--- config.mk ---
export PLATFORM = sky130hd
export DESIGN_NAME = multi_edge_rate_meter_flat
export DESIGN_NICKNAME = d
export VERILOG_FILES = /design/src/rtl/multi_edge_rate_meter_if.sv /design/src/rtl/multi_edge_rate_meter.sv /design/src/flat_wrapper.sv
export SDC_FILE = /design/constraint.sdc
export NUM_CORES = 1
export LEC_CHECK = 0
export BUFFER_PORTS_ARGS = -buffer_cell sky130_fd_sc_hd__buf_2
export CORE_MARGIN = 4
export CORE_UTILIZATION = 45
export DETAILED_ROUTE_END_ITERATION = 12
export SLEW_MARGIN = 20
export SYNTH_ARGS = -nofsm -noshare
export SYNTH_HDL_FRONTEND = slang
export SYNTH_SLANG_ARGS = --single-unit
--- constraint.sdc ---
create_clock -name clk -period 2.6 [get_ports clk]
set_input_delay 0.52 -clock clk [delete_from_list [all_inputs] [get_ports clk]]
set_output_delay 0.52 -clock clk [all_outputs]
set_load 0.005 [all_outputs]
--- src/rtl/multi_edge_rate_meter_if.sv ---
// Bus bundle for the multi-channel edge-rate meter: control inputs, measured signals,
// published counts and status.
interface multi_edge_rate_meter_if #(
  parameter int CHANNELS   = 4,
  parameter int MAX_PERIOD = 1000,
  parameter int CNTW       = 16,
  parameter int PW         = $clog2(MAX_PERIOD + 1)
);
  logic                     enable;
  logic [PW-1:0]            period;
  logic [CHANNELS-1:0]      sig;
  logic [CHANNELS*CNTW-1:0] count;
  logic [CHANNELS-1:0]      sat;
  logic                     valid;
  logic                     busy;

  modport master (
    output enable, period, sig,
    input  count, sat, valid, busy
  );

  modport slave (
    input  enable, period, sig,
    output count, sat, valid, busy
  );
endinterface

--- src/rtl/multi_edge_rate_meter.sv ---
// Multi-channel rising-edge rate meter: synchronises slow async inputs, counts edges over a
// programmable window of clk cycles and publishes saturating counts with a valid strobe.
module multi_edge_rate_meter #(
  parameter int CHANNELS   = 4,
  parameter int MAX_PERIOD = 1000,
  parameter int CNTW       = 16
) (
  input  logic                    clk,
  input  logic                    reset_n,
  multi_edge_rate_meter_if.slave  bus
);
  localparam int PW = $clog2(MAX_PERIOD + 1);
  localparam logic [PW-1:0]   WIN_ONE = 1;
  localparam logic [CNTW-1:0] CNT_ONE = 1;
  localparam logic [CNTW-1:0] CNT_MAX = {CNTW{1'b1}};

  typedef enum logic {IDLE, RUN} state_t;

  state_t                   state_reg;
  state_t                   state_next;
  logic [PW-1:0]            win_len_reg;
  logic [PW-1:0]            win_cnt_reg;
  logic [CHANNELS-1:0]      s1_reg;
  logic [CHANNELS-1:0]      s2_reg;
  logic [CHANNELS-1:0]      s3_reg;
  logic                     valid_reg;
  logic                     busy_comb;
  logic [CHANNELS*CNTW-1:0] count_all;
  logic [CHANNELS-1:0]      sat_all;

  logic in_run;
  logic win_end;
  logic period_ok;
  logic start;
  logic restart;
  logic abort;

  assign in_run    = (state_reg == RUN);
  assign win_end   = in_run && (win_cnt_reg == win_len_reg - WIN_ONE);
  assign period_ok = (bus.period != '0);
  assign start     = (state_reg == IDLE) && bus.enable && period_ok;
  assign restart   = win_end && bus.enable && period_ok;
  // An enable drop on the window-end cycle still publishes, so it is not an abort.
  assign abort     = in_run && !bus.enable && !win_end;

  // Synchronisers and the previous-value stage run in every state.
  always_ff @(posedge clk or negedge reset_n) begin
    if (!reset_n) begin
      s1_reg <= '0;
      s2_reg <= '0;
      s3_reg <= '0;
    end else begin
      s1_reg <= bus.sig;
      s2_reg <= s1_reg;
      s3_reg <= s2_reg;
    end
  end

  always_ff @(posedge clk or negedge reset_n) begin
    if (!reset_n) begin
      state_reg <= IDLE;
    end else begin
      state_reg <= state_next;
    end
  end

  always_comb begin
    state_next = state_reg;
    case (state_reg)
      IDLE: if (start) state_next = RUN;
      RUN: begin
        if (abort) begin
          state_next = IDLE;
        end else if (win_end && !restart) begin
          state_next = IDLE;
        end
      end
      default: state_next = IDLE;
    endcase
  end

  always_comb begin
    busy_comb = 1'b0;
    if (state_reg == RUN) busy_comb = 1'b1;
  end

  // Window length is captured only at window start, so mid-window period edits wait.
  always_ff @(posedge clk or negedge reset_n) begin
    if (!reset_n) begin
      win_len_reg <= '0;
      win_cnt_reg <= '0;
    end else if (start || restart) begin
      win_len_reg <= bus.period;
      win_cnt_reg <= '0;
    end else if (in_run && !win_end && bus.enable) begin
      win_cnt_reg <= win_cnt_reg + WIN_ONE;
    end else begin
      win_cnt_reg <= '0;
    end
  end

  always_ff @(posedge clk or negedge reset_n) begin
    if (!reset_n) begin
      valid_reg <= 1'b0;
    end else begin
      valid_reg <= win_end;
    end
  end

  genvar gi;
  generate
    for (gi = 0; gi < CHANNELS; gi++) begin : g_chan
      logic [CNTW-1:0] acc_reg;
      logic            sat_acc_reg;
      logic [CNTW-1:0] count_reg;
      logic            sat_reg;
      logic            rise;
      logic            at_max;
      logic [CNTW-1:0] acc_inc;

      assign rise    = s2_reg[gi] & ~s3_reg[gi];
      assign at_max  = (acc_reg == CNT_MAX);
      assign acc_inc = at_max ? acc_reg : acc_reg + CNT_ONE;

      // The window-end edge is folded into the published value and not carried forward.
      always_ff @(posedge clk or negedge reset_n) begin
        if (!reset_n) begin
          acc_reg     <= '0;
          sat_acc_reg <= 1'b0;
          count_reg   <= '0;
          sat_reg     <= 1'b0;
        end else if (win_end) begin
          count_reg   <= rise ? acc_inc : acc_reg;
          sat_reg     <= sat_acc_reg | (rise & at_max);
          acc_reg     <= '0;
          sat_acc_reg <= 1'b0;
        end else if (in_run && bus.enable) begin
          if (rise) begin
            acc_reg     <= acc_inc;
            sat_acc_reg <= sat_acc_reg | at_max;
          end
        end else begin
          acc_reg     <= '0;
          sat_acc_reg <= 1'b0;
        end
      end

      assign count_all[gi*CNTW +: CNTW] = count_reg;
      assign sat_all[gi]                = sat_reg;
    end
  endgenerate

  assign bus.count = count_all;
  assign bus.sat   = sat_all;
  assign bus.valid = valid_reg;
  assign bus.busy  = busy_comb;
endmodule

--- src/flat_wrapper.sv ---
// flat-port wrapper written by rule: the top's interface ports become plain ports
module multi_edge_rate_meter_flat 
#(
  parameter int CHANNELS   = 4,
  parameter int MAX_PERIOD = 1000,
  parameter int CNTW       = 16
)
  (clk, reset_n, bus_enable, bus_period, bus_sig, bus_count, bus_sat, bus_valid, bus_busy);
  multi_edge_rate_meter_if #(.CHANNELS(CHANNELS), .MAX_PERIOD(MAX_PERIOD), .CNTW(CNTW)) bus_i ();
  input  logic clk;
  input  logic reset_n;
  input wire logic [$bits(bus_i.enable)-1:0] bus_enable;
  input wire logic [$bits(bus_i.period)-1:0] bus_period;
  input wire logic [$bits(bus_i.sig)-1:0] bus_sig;
  output wire logic [$bits(bus_i.count)-1:0] bus_count;
  output wire logic [$bits(bus_i.sat)-1:0] bus_sat;
  output wire logic [$bits(bus_i.valid)-1:0] bus_valid;
  output wire logic [$bits(bus_i.busy)-1:0] bus_busy;
  assign bus_i.enable = bus_enable;
  assign bus_i.period = bus_period;
  assign bus_i.sig = bus_sig;
  assign bus_count = bus_i.count;
  assign bus_sat = bus_i.sat;
  assign bus_valid = bus_i.valid;
  assign bus_busy = bus_i.busy;
  multi_edge_rate_meter #(.CHANNELS(CHANNELS), .MAX_PERIOD(MAX_PERIOD), .CNTW(CNTW)) u_core (.clk(clk), .reset_n(reset_n), .bus(bus_i));
endmodule
# Word level (Yosys, flattened, before mapping)
# Cells that the tools add are included.
# op_classes
add_sub_neg	6
eq_ne	9
n_reduce_logical	16
bitwise_logic	21
muxes	35
# ops
cell	n
$mux W16	16
$add A16 B1 Y16 const B	4
$eq A16 B16 Y1 const B	4
$mux W10	2
$mux W1	16
$ne A3 B1 Y1 const B	4
$logic_and A1 B1 Y1	11
$add A10 B1 Y10 const B	1
$eq A10 B10 Y1	1
$reduce_bool A10 Y1	1
$sub A10 B1 Y10 const B	1
$and A1 B1 Y1	8
$or A1 B1 Y1	8
$not A1 Y1	5
$logic_not A1 Y1	3
$pmux W1 S2	1
$logic_or A1 B1 Y1	1
# totals
regBits	170
elab_cells	110

# Logic depth before layout (Yosys ltp)
# depth
depth_word	10
mapped_depth	11
mapped_depth_nobuf	8

# Least setup slack after synthesis
# Ideal clock, no wire load.
# synth_path
path_type	reg-to-reg
from	register u_core.win_len_reg[0]
to	register u_core.g_chan[0].count_reg[13]
required_time_ns	2.472
setup_slack_ns	0.382
synth_period_minus_slack_ns	2.218
path_stages_with_launch	11
path_buffers	2
t_arrival_ns	2.090
setup_time_ns	0.128
cell_sequence	dfrtp_1 > inv_1 > ha_1 > nor3b_1 > xnor2_1 > nor3_1 > and3_1 > and3_1 > buf_6 > buf_6 > mux2_1
# synth_between
elab_chain_cells	3
# synth_lines
element	line_no	rtl
from (decl)	multi_edge_rate_meter.sv:21	logic [PW-1:0] win_len_reg;
from (signal assigned)	multi_edge_rate_meter.sv:93	win_len_reg <= bus.period;
$sub A10 B1 Y10	multi_edge_rate_meter.sv:39	assign win_end = in_run && (win_cnt_reg == win_len_reg - WIN_ONE);
$eq A10 B10 Y1	multi_edge_rate_meter.sv:39	
$logic_and A1 B1 Y1	multi_edge_rate_meter.sv:39	
to (signal assigned)	multi_edge_rate_meter.sv:133	count_reg <= rise ? acc_inc : acc_reg;
to (decl)	multi_edge_rate_meter.sv:115	logic [CNTW-1:0] count_reg;
# No other way between the ends.
# A chain may end at the register's enable or synchronous reset.

# Worst setup path after layout
# layout_path
from	register u_core.win_len_reg[0]
to	register u_core.g_chan[2].count_reg[1]
# layout_between
elab_chain_cells	3
# layout_lines
element	line_no
$sub A10 B1 Y10	multi_edge_rate_meter.sv:39
$eq A10 B10 Y1	multi_edge_rate_meter.sv:39
$logic_and A1 B1 Y1	multi_edge_rate_meter.sv:39
to (signal assigned)	multi_edge_rate_meter.sv:133
to (decl)	multi_edge_rate_meter.sv:115
# No other way between the ends.

==> reports/metrics.yaml <==
antenna_found_initial: 0
ys_ff_latch: 170
vdd_ir_drop_max_v: 0.000485
grt_pass1_vias: 5872
grt_pass1_wl_um: 28800
ant_nets: 0
synth_ff_type: "dfrtp_1"
area_growth_pct: 16.4
clkTransAtPathRegs_ns: 0.07
syn-num-nets: 789
die_w_um: 142
cts_sinks: 170
port-buffer-count: 86
pin_count: 87
yosysUniqueCellTypes: 53
clk-insertion-delay-late_ns: 0.43
root_buffer: "clkbuf_16"
grt-ovfl-total: 0
seq_area_frac_synth_pct: 52.9
drt_iter0_markers: 236
finalSetupTns_ns: 0
relSlewSlack_pct: 58.5
grt_usage_pct: 17.5
cts_tree: "yes"
p_leak_nw: 4.22
slew_violations: 0
final_common_cell: "dfrtp_1"
startpoint_type: "register"
synthesis.area_mm2: 0.00805
cap_violations: 0
p_per_area_mw_per_mm2: 580
routed_wl_um: 16500
skew_ns: 0.0100
core_area_mm2: 0.0174
cts-htree-levels: 4
avgSynthCellArea_um2: 10.5
worstSetupPathType: "reg -> reg"
n_antenna_cell: 0
vias: 5718
status: "completed"
cts_buffer_depth: 2
synth_edf_count: 0
max_freq_ghz: 0.410
async_flop_share_pct: 100
arrival_ns: 2.78
die_h_um: 142
holdCritPathClass: "in -> async"
required_ns: 2.95
wl_per_cell_um: 15.1
max_slew.worst_pin.slew_ns: 0.623
fin_crit_ns: 2.44
hold_viol: 0
ff2ff_setup_slack_ns: 0.16
drc_errors: 0
initial_core_util_pct: 46.2
via_per_inst: 5.23
fill_cells: 1547
end_kind: "register"
netlist_instances: 766
path_max_fanout: 16
drive_above_1_share_pct: 18.2
most-common-layout-cells: "170 x dfrtp_1, 99 x nor2_1, 85 x buf_2"
period_share_pct: 93.7
setup_viol: 0
row_count: 48
dp_hpwl_um: 11600
drtPass1Iterations: 4
grt_max_degree: 69
total_power_w: 0.00543
cts_buffers: 17
synth_warnings: 0
routabilityCongestion: 0.827
fp.dieArea_mm2: 0.0201
fin_nets: 878
## metrics by stage
| stage | setup WS (ns) | util [%] | instances | instance area (µm²) | hold WS [ns] |
|---|---|---|---|---|---|
| 3_3_place_gp | 0.239 | 50.4 | 1061 | 8770 | 0.334 |
| 5_1_grt | -0.000153 | 53.8 | 1093 | 9370 | 0.122 |
| 4_1_cts | 0.123 | 53.7 | 1093 | 9360 | 0.0997 |
| 2_1_floorplan | 0.382 | - | 766 | 8050 | 0.224 |
| 3_5_place_dp | 0.163 | 50.4 | 1061 | 8770 | 0.342 |
| 6_report | 0.164 | 53.8 | 1093 | 9370 | 0.0820 |
## final cells by class
cell class,count,area [µm²],area share (%)
tap,225,282,3.01
inverter,70,263,2.81
clock buffer,17,425,4.54
timing repair buffer,106,649,6.93
clock inverter,15,164,1.75
sequential,170,4250,45.4
multi-input combinational,490,3330,35.5
## final timing paths
check                                                endpoint  cells past startpoint                  start
worst min-delay path            u_core.g_chan[3].count_reg[1]                      1                reset_n
worst max register to register  u_core.g_chan[2].count_reg[1]                     10  u_core.win_len_reg[0]
worst min register to register               u_core.s2_reg[1]                      0       u_core.s1_reg[1]
min in group clk                             u_core.s1_reg[2]                      1             bus_sig[2]
max in group asynchronous               u_core.win_len_reg[5]                      2                reset_n
worst max-delay path            u_core.g_chan[2].count_reg[1]                     10  u_core.win_len_reg[0]
## cell usage after synthesis, types with 13 or more instances
library cell	n	share of area (%)
nand2_1	46	2.1
inv_1	70	3.3
mux2i_1	68	8.5
nand4_1	32	2.5
xor2_1	40	4.4
nor2_1	99	4.6
dfrtp_1	170	53
o211ai_1	13	1.2
nand3_1	23	1.4
xnor2_1	27	2.9
nor3_1	14	0.87
## power by group
part           leakage, nW  switching [W]  internal [W]  total, W
logic                 1.65       0.000152     0.0000736  0.000226
clock network        0.276        0.00115       0.00136   0.00250
registers             2.29      0.0000300       0.00267   0.00270
## cell families after synthesis
| group | after synthesis | synth area share, % |
|---|---|---|
| AND/OR/NAND/NOR | 285 | 18.0 |
| flip-flops | 170 | 52.9 |
| buffers and inverters | 106 | 6.05 |
| multiplexers | 79 | 10.0 |
| XOR/XNOR | 67 | 7.29 |
| AO/OA/AOI/OAI | 53 | 4.91 |
| adder cells (fa/ha/maj) | 6 | 0.933 |
## worst max-delay path, cell delays in order (launching register included)
cell and delay (ns):
dfrtp_1 0.47, inv_1 0.08, ha_2 0.33, xor2_1 0.13, o211ai_1 0.11, nor3_1 0.18, and3_1 0.22, and3_4 0.26
buf_12 0.18, buf_4 0.18, mux2i_1 0.22
## metal layers
metal  GRT usage, %  vias up  wire length, µm
met5              0        -                0
met3           3.54       24              510
met2           29.7       72             8220
met1           22.4     2854             7520
met4           5.91        0              283
li1               -     2768                -
## repair_timing
| action | 4_1_cts | 5_1_grt |
|---|---|---|
| hold buffers | 0 | 0 |
| resized for setup | 0 | 2 |
| buffers inserted | 0 | 0 |
| endpoints found under the setup margin | 0 | 48 |
| hold endpoints to repair | 0 | 0 |
(Power assumes the default switching activity.)
